<file path="src/rtl/sym_buf_pkg.sv">
// sym_buf_pkg: shared constants and read-FSM state type for the CP symbol buffer.
// Holds the default FFT size, the default cyclic-prefix length and the
// resulting on-air symbol length (NFFT + CP_LEN).
package sym_buf_pkg;
    localparam int NFFT_LOG2_DEF = 6;
    localparam int NFFT_DEF      = 1 << NFFT_LOG2_DEF;
    localparam int CP_LEN_DEF    = 16;
    localparam int SYM_LEN_DEF   = NFFT_DEF + CP_LEN_DEF;
    typedef enum logic [1:0] {RD_IDLE, RD_CP, RD_BODY} rd_state_t;
endpackage

</file>
<file path="src/rtl/sym_buf_skid.sv">
// sym_buf_skid: 2-entry output FIFO that absorbs the one-cycle RAM read latency.
// Ports: clk, rstn (sync, active-low); push/din write an entry;
// ready pops the head when valid; valid/dout expose the head; count is occupancy (0..2).
module sym_buf_skid #(
    parameter int W = 33
) (
    input  logic         clk,
    input  logic         rstn,
    input  logic         push,
    input  logic [W-1:0] din,
    input  logic         ready,
    output logic         valid,
    output logic [W-1:0] dout,
    output logic [1:0]   count
);
    logic [W-1:0] mem [2];
    logic         wp, rp, pop;

    assign valid = count != 2'd0;
    assign pop   = valid && ready;
    assign dout  = mem[rp];

    always_ff @(posedge clk) begin
        if (!rstn) begin
            wp    <= 1'b0;
            rp    <= 1'b0;
            count <= 2'd0;
        end else begin
            if (push) wp <= ~wp;
            if (pop) rp <= ~rp;
            count <= count + {1'b0, push} - {1'b0, pop};
        end
    end

    always_ff @(posedge clk)
        if (push) mem[wp] <= din;
endmodule

</file>
<file path="src/rtl/sym_buf_ctrl.sv">
// sym_buf_ctrl: ping-pong symbol buffer that re-emits each IFFT symbol with a cyclic prefix.
// Ports: clk, rstn (sync, active-low);
// in_data/in_valid/in_ready: natural-order time samples, 2^NFFT_LOG2 per symbol;
// out_data/out_valid/out_ready/out_last: CP + body stream, out_last on the final sample;
// ram_wea/ram_addra/ram_dia: write port of external dual-port RAM ({bank, index});
// ram_enb/ram_addrb/ram_dob: read port, data returns one cycle after ram_enb;
// bank_full: per-bank full flags (debug).
module sym_buf_ctrl
    import sym_buf_pkg::*;
#(
    parameter int DWIDTH    = 32,
    parameter int NFFT_LOG2 = NFFT_LOG2_DEF,
    parameter int CP_LEN    = CP_LEN_DEF
) (
    input  logic                 clk,
    input  logic                 rstn,
    input  logic [DWIDTH-1:0]    in_data,
    input  logic                 in_valid,
    output logic                 in_ready,
    output logic [DWIDTH-1:0]    out_data,
    output logic                 out_valid,
    input  logic                 out_ready,
    output logic                 out_last,
    output logic                 ram_wea,
    output logic [NFFT_LOG2:0]   ram_addra,
    output logic [DWIDTH-1:0]    ram_dia,
    output logic                 ram_enb,
    output logic [NFFT_LOG2:0]   ram_addrb,
    input  logic [DWIDTH-1:0]    ram_dob,
    output logic [1:0]           bank_full
);
    localparam logic [NFFT_LOG2-1:0] LAST_IDX = '1;
    localparam logic [NFFT_LOG2-1:0] CP_START = NFFT_LOG2'((1 << NFFT_LOG2) - CP_LEN);
    localparam logic [NFFT_LOG2-1:0] ONE      = NFFT_LOG2'(1);

    logic                 wr_bank, rd_bank;
    logic [NFFT_LOG2-1:0] wr_idx, rd_idx, cur_idx;
    rd_state_t            state, state_nxt;
    logic                 accept, issue, wrap, rd_done, room, pop;
    logic                 in_flight, in_flight_last;
    logic [1:0]           count;
    logic [DWIDTH:0]      head;

    assign in_ready  = !bank_full[wr_bank];
    assign accept    = in_valid && in_ready && rstn;
    assign ram_wea   = accept;
    assign ram_addra = accept ? {wr_bank, wr_idx} : '0;
    assign ram_dia   = in_data;

    // Occupancy plus outstanding read must stay below the skid depth once this cycle's pop leaves.
    assign pop  = out_valid && out_ready;
    assign room = ({1'b0, count} + {2'b0, in_flight}) < (3'd2 + {2'b0, pop});

    // IDLE issues the first CP address itself so the first sample lands two edges after the bank fills.
    always_comb begin
        cur_idx   = (state == RD_IDLE) ? CP_START : rd_idx;
        wrap      = cur_idx == LAST_IDX;
        issue     = rstn && room && (state != RD_IDLE || bank_full[rd_bank]);
        rd_done   = issue && wrap && state == RD_BODY;
        state_nxt = !issue ? state :
                    wrap   ? ((state == RD_BODY) ? RD_IDLE : RD_BODY) :
                    ((state == RD_IDLE) ? RD_CP : state);
    end

    assign ram_enb   = issue;
    assign ram_addrb = issue ? {rd_bank, cur_idx} : '0;

    always_ff @(posedge clk) begin
        if (!rstn) begin
            state          <= RD_IDLE;
            wr_bank        <= 1'b0;
            rd_bank        <= 1'b0;
            wr_idx         <= '0;
            rd_idx         <= '0;
            bank_full      <= 2'b00;
            in_flight      <= 1'b0;
            in_flight_last <= 1'b0;
        end else begin
            state          <= state_nxt;
            in_flight      <= issue;
            in_flight_last <= rd_done;
            if (issue) rd_idx <= cur_idx + ONE;
            if (accept) wr_idx <= wr_idx + ONE;
            // Writer only fills an empty bank and reader only frees a full one, so these never collide.
            if (accept && wr_idx == LAST_IDX) begin
                bank_full[wr_bank] <= 1'b1;
                wr_bank            <= ~wr_bank;
            end
            if (rd_done) begin
                bank_full[rd_bank] <= 1'b0;
                rd_bank            <= ~rd_bank;
            end
        end
    end

    // The last-sample tag travels with the read data through the skid.
    sym_buf_skid #(.W(DWIDTH + 1)) u_skid (
        .clk   (clk),
        .rstn  (rstn),
        .push  (in_flight),
        .din   ({in_flight_last, ram_dob}),
        .ready (out_ready),
        .valid (out_valid),
        .dout  (head),
        .count (count)
    );

    assign out_data = head[DWIDTH-1:0];
    assign out_last = out_valid && head[DWIDTH];
endmodule

</file>
<file path="config.mk">
export PLATFORM = sky130hd
export DESIGN_NAME = sym_buf_ctrl
export DESIGN_NICKNAME = d
export VERILOG_FILES = /design/src/rtl/sym_buf_pkg.sv /design/src/rtl/sym_buf_skid.sv /design/src/rtl/sym_buf_ctrl.sv
export SDC_FILE = /design/constraint.sdc
export NUM_CORES = 1
export LEC_CHECK = 0
export ABC_AREA = 0
export ABC_CLOCK_PERIOD_IN_PS = 5800
export BUFFER_PORTS_ARGS = -buffer_cell sky130_fd_sc_hd__buf_2
export CORE_UTILIZATION = 45
export CTS_CLUSTER_DIAMETER = 80
export DETAILED_ROUTE_END_ITERATION = 6
export HOLD_SLACK_MARGIN = 0.02
export MAX_ROUTING_LAYER = met4
export PLACE_DENSITY = 0.75
export REMOVE_ABC_BUFFERS = 1
export SYNTH_ARGS = -nofsm -noshare
export SYNTH_HDL_FRONTEND = slang
export SYNTH_SLANG_ARGS = --single-unit
</file>
<file path="constraint.sdc">
create_clock -name clk -period 5.8 [get_ports clk]
set_input_delay 1.16 -clock clk [delete_from_list [all_inputs] [get_ports clk]]
set_output_delay 1.16 -clock clk [all_outputs]
set_load 0.02 [all_outputs]
</file>
==> summary.md <==
| Metric | Value |
|---|---|
| Outcome | `completed` |
| Final worst slack | `1820 ps` |
| Worst Hold Class | `register to register` |
| Post-synthesis async set-or-reset flop share | `0%` |
| Most frequent cells in the layout | `buf_2 (88), edfxtp_1 (66), mux2_2 (32)` |
| RD Place Congestion | `0.9384` |
| DIE WIDTH | `95.78 um` |
| Max Slew Vio Count | `0` |
| Syn Area/Cell | `13.60 um2` |
| CTS tree | `yes` |
| Peak supply drop | `0.1213 mV` |
| Commonest non-fill, non-tap cell in the layout | `buf_2` |
| Worst Skew | `6.552 ps` |
| Vias/cell | `5.269` |
| Syn Inst Count | `291` |
| Hold Violations, Final | `0` |
| Max-cap violations | `0` |
| Crit path DAT | `2820 ps` |
| Antenna cells | `0` |
| Filler instances | `732` |
| Leakage power | `0.001789 uW` |
| CORE AREA | `roughly 8400 um2` |
| Setup bufs post-CTS | `0` |
| Reg2reg path depth | `7` |
| Actual slew at the worst max-slew pin | `1002 ps` |
| YS warnings | `0` |
| GRT busiest layer | `met2` |
| Max-slew headroom | `33.03%` |
| Worst Path Max Fanout | `15` |
| Nets | `423` |
| Tmin final | `3980 ps` |
| Setup CP Type | `input pin to primary output` |
| CP endpoint kind | `primary output` |
| WP data required | `4640 ps` |
| Setup TNS | `0 ps` |
| Port Buffer Count | `88` |
| First-pass GRT wire length | `11950 um` |
| Synthesized flop and latch total | `slightly above 90` |
| Hold Crit Depth | `0` |
| Peak Freq | `251.3 MHz` |
| Total gr overflow | `0` |
| Share of layout cells above drive strength 1 | `approximately 42%` |
| Post-Route WL | `roughly 8000 um` |
| Yosys cell types | `44` |
| Die H | `95.78 um` |
| CTS root buf | `clkbuf_8` |
| Site row count | `33` |
| # IOs | `between 150 and 200` |
| M1 GR Usage | `between 20 and 25%` |
| Synthesized area | `3958 um2` |
| Resized Gates After CTS | `0` |
| DRC violations left | `0` |
| Num CTS Buffers | `9` |
| Hold buffers post-CTS | `0` |
| Tot GR Track Use | `18.38%` |
| WL per Instance | `17.45 um` |
| DIE AREA | `9174 um2` |
| Sequential share of the synthesized area | `62.73%` |
| CP Launch Type | `input pin` |
| Unrepaired setup endpoints after global routing | `false` |
| P per Cell Area | `285.1 nW/um2` |
| GR Layer Usage met3 | `9.558%` |
| Detailed router's first-iteration violation count | `between 70 and 80` |
| Deepest clock path buffer count | `2` |
| Post-route ant nets | `0` |
| GRT met2 Usage | `26.37%` |
| Vias in the first global route | `2371` |
| Clk_lat worst skew | `between 300 and 400 ps` |
| Final Cycle Share | `68.62%` |
| Initial antenna violation count | `0` |
| CTS clk-pin slew, worst paths | `roughly 90 ps` |
| Dpl ws | `1873 ps` |
| Power after layout | `1268 uW` |
| Via count | `2413` |
| Initial Util | `47.22%` |
| Post-synth EDFFs | `66` |
| Clk sinks | `91` |
| Setup violators final | `0` |
| DRT Pass-1 Iters | `7` |
| H-tree depth | `3` |
| Main synth FF type | `edfxtp_1` |
| Pin count of the biggest net entering global routing | `34` |
| Area delta synth->final | `12.33%` |
| Hpwl dp | `between 5000 and 6000 um` |
-- state kept, by name, summed over array words and instances, names as in the netlist, 2 cells and up, named ones only --
register,count
u_skid.count,2
u_skid.mem,66
wr_idx,6
state,2
rd_idx,6
bank_full,2
-- power by group --
group	switching (uW)	leakage, uW	internal [uW]
Clock	215	0.0000877	198
Sequential	5.63	0.000795	701
Combinational	86.3	0.000906	62.6
Total	307	0.00179	961
-- per-layer routing --
| metal | wire length (um) | part of all wire (%) |
|---|---|---|
| met4 | 24 | 0.30 |
| met5 | 0 | 0 |
| met3 | 824 | 10 |
| met2 | 3541 | 44 |
| met1 | 3600 | 45 |
-- kinds of logic (layout without fill, tap and decap cells) --
logic type	Yosys count	after routing	synth area share [%]
flip-flops	91	91	62.73
XOR/XNOR	8	8	1.770
AND/OR/NAND/NOR	71	71	10.12
AO/OA/AOI/OAI	22	22	4.142
multiplexers	39	39	10.88
buffers and inverters	54	116	8.473
adder cells (fa/ha/maj)	6	6	1.897
-- worst max-delay path: stages --
cell	delay, ps
buf_2	230
inv_1	300
nor2_2	310
and3_1	400
a21boi_0	230
buf_2	190
-- metrics by stage --
step | util, % | area [um2] | cells | hold slack (ps)
global placement | 50.77 | 4255 | 443 | 405.9
finish | 53.04 | 4446 | 458 | 431.7
detailed placement | 50.77 | 4255 | 443 | 421.0
floorplan | - | 3667 | 249 | 403.7
CTS | 53.04 | 4446 | 458 | 437.4
global route | 53.04 | 4446 | 458 | 468.3
-- path summary, 6_finish.rpt --
check / slack (ps) / end / from
hold / removal: 430 / u_skid.mem[1][32] / in_flight_last
hold reg to reg: 430 / u_skid.mem[1][32] / in_flight_last
setup reg to reg: 3560 / rd_bank / state[1]
setup / recovery: 1820 / ram_addrb[5] / rstn
-- synthesized netlist by cell type, types with 3 or more instances --
library cell	number	area share (%)
nand4_1	3	0.47
o21ai_0	3	0.38
dfxtp_1	25	13
xnor2_1	4	0.89
clkbuf_1	5	0.47
ha_1	6	1.9
and4_1	3	0.66
and3_1	10	1.6
buf_4	32	6.1
nand2_1	11	1.0
buf_2	4	0.51
and2_1	7	1.1
nand3_1	7	0.89
nor2_1	16	1.5
a31oi_1	4	0.63
mux2i_1	7	1.8
inv_1	12	1.1
xor2_1	4	0.89
mux2_2	32	9.1
edfxtp_1	66	50
-- area by class of cell --
cell class	instances	area (um2)	area share, %
Clock buffer	9	123.9	2.786
Clock inverter	6	66.31	1.492
Inverter	12	45.04	1.013
Multi-Input combinational cell	146	1149	25.84
Sequential cell	91	2482	55.84
Tap cell	105	131.4	2.955
Timing Repair Buffer	89	447.9	10.08
No activity file was read; power rests on OpenSTA's default activity.
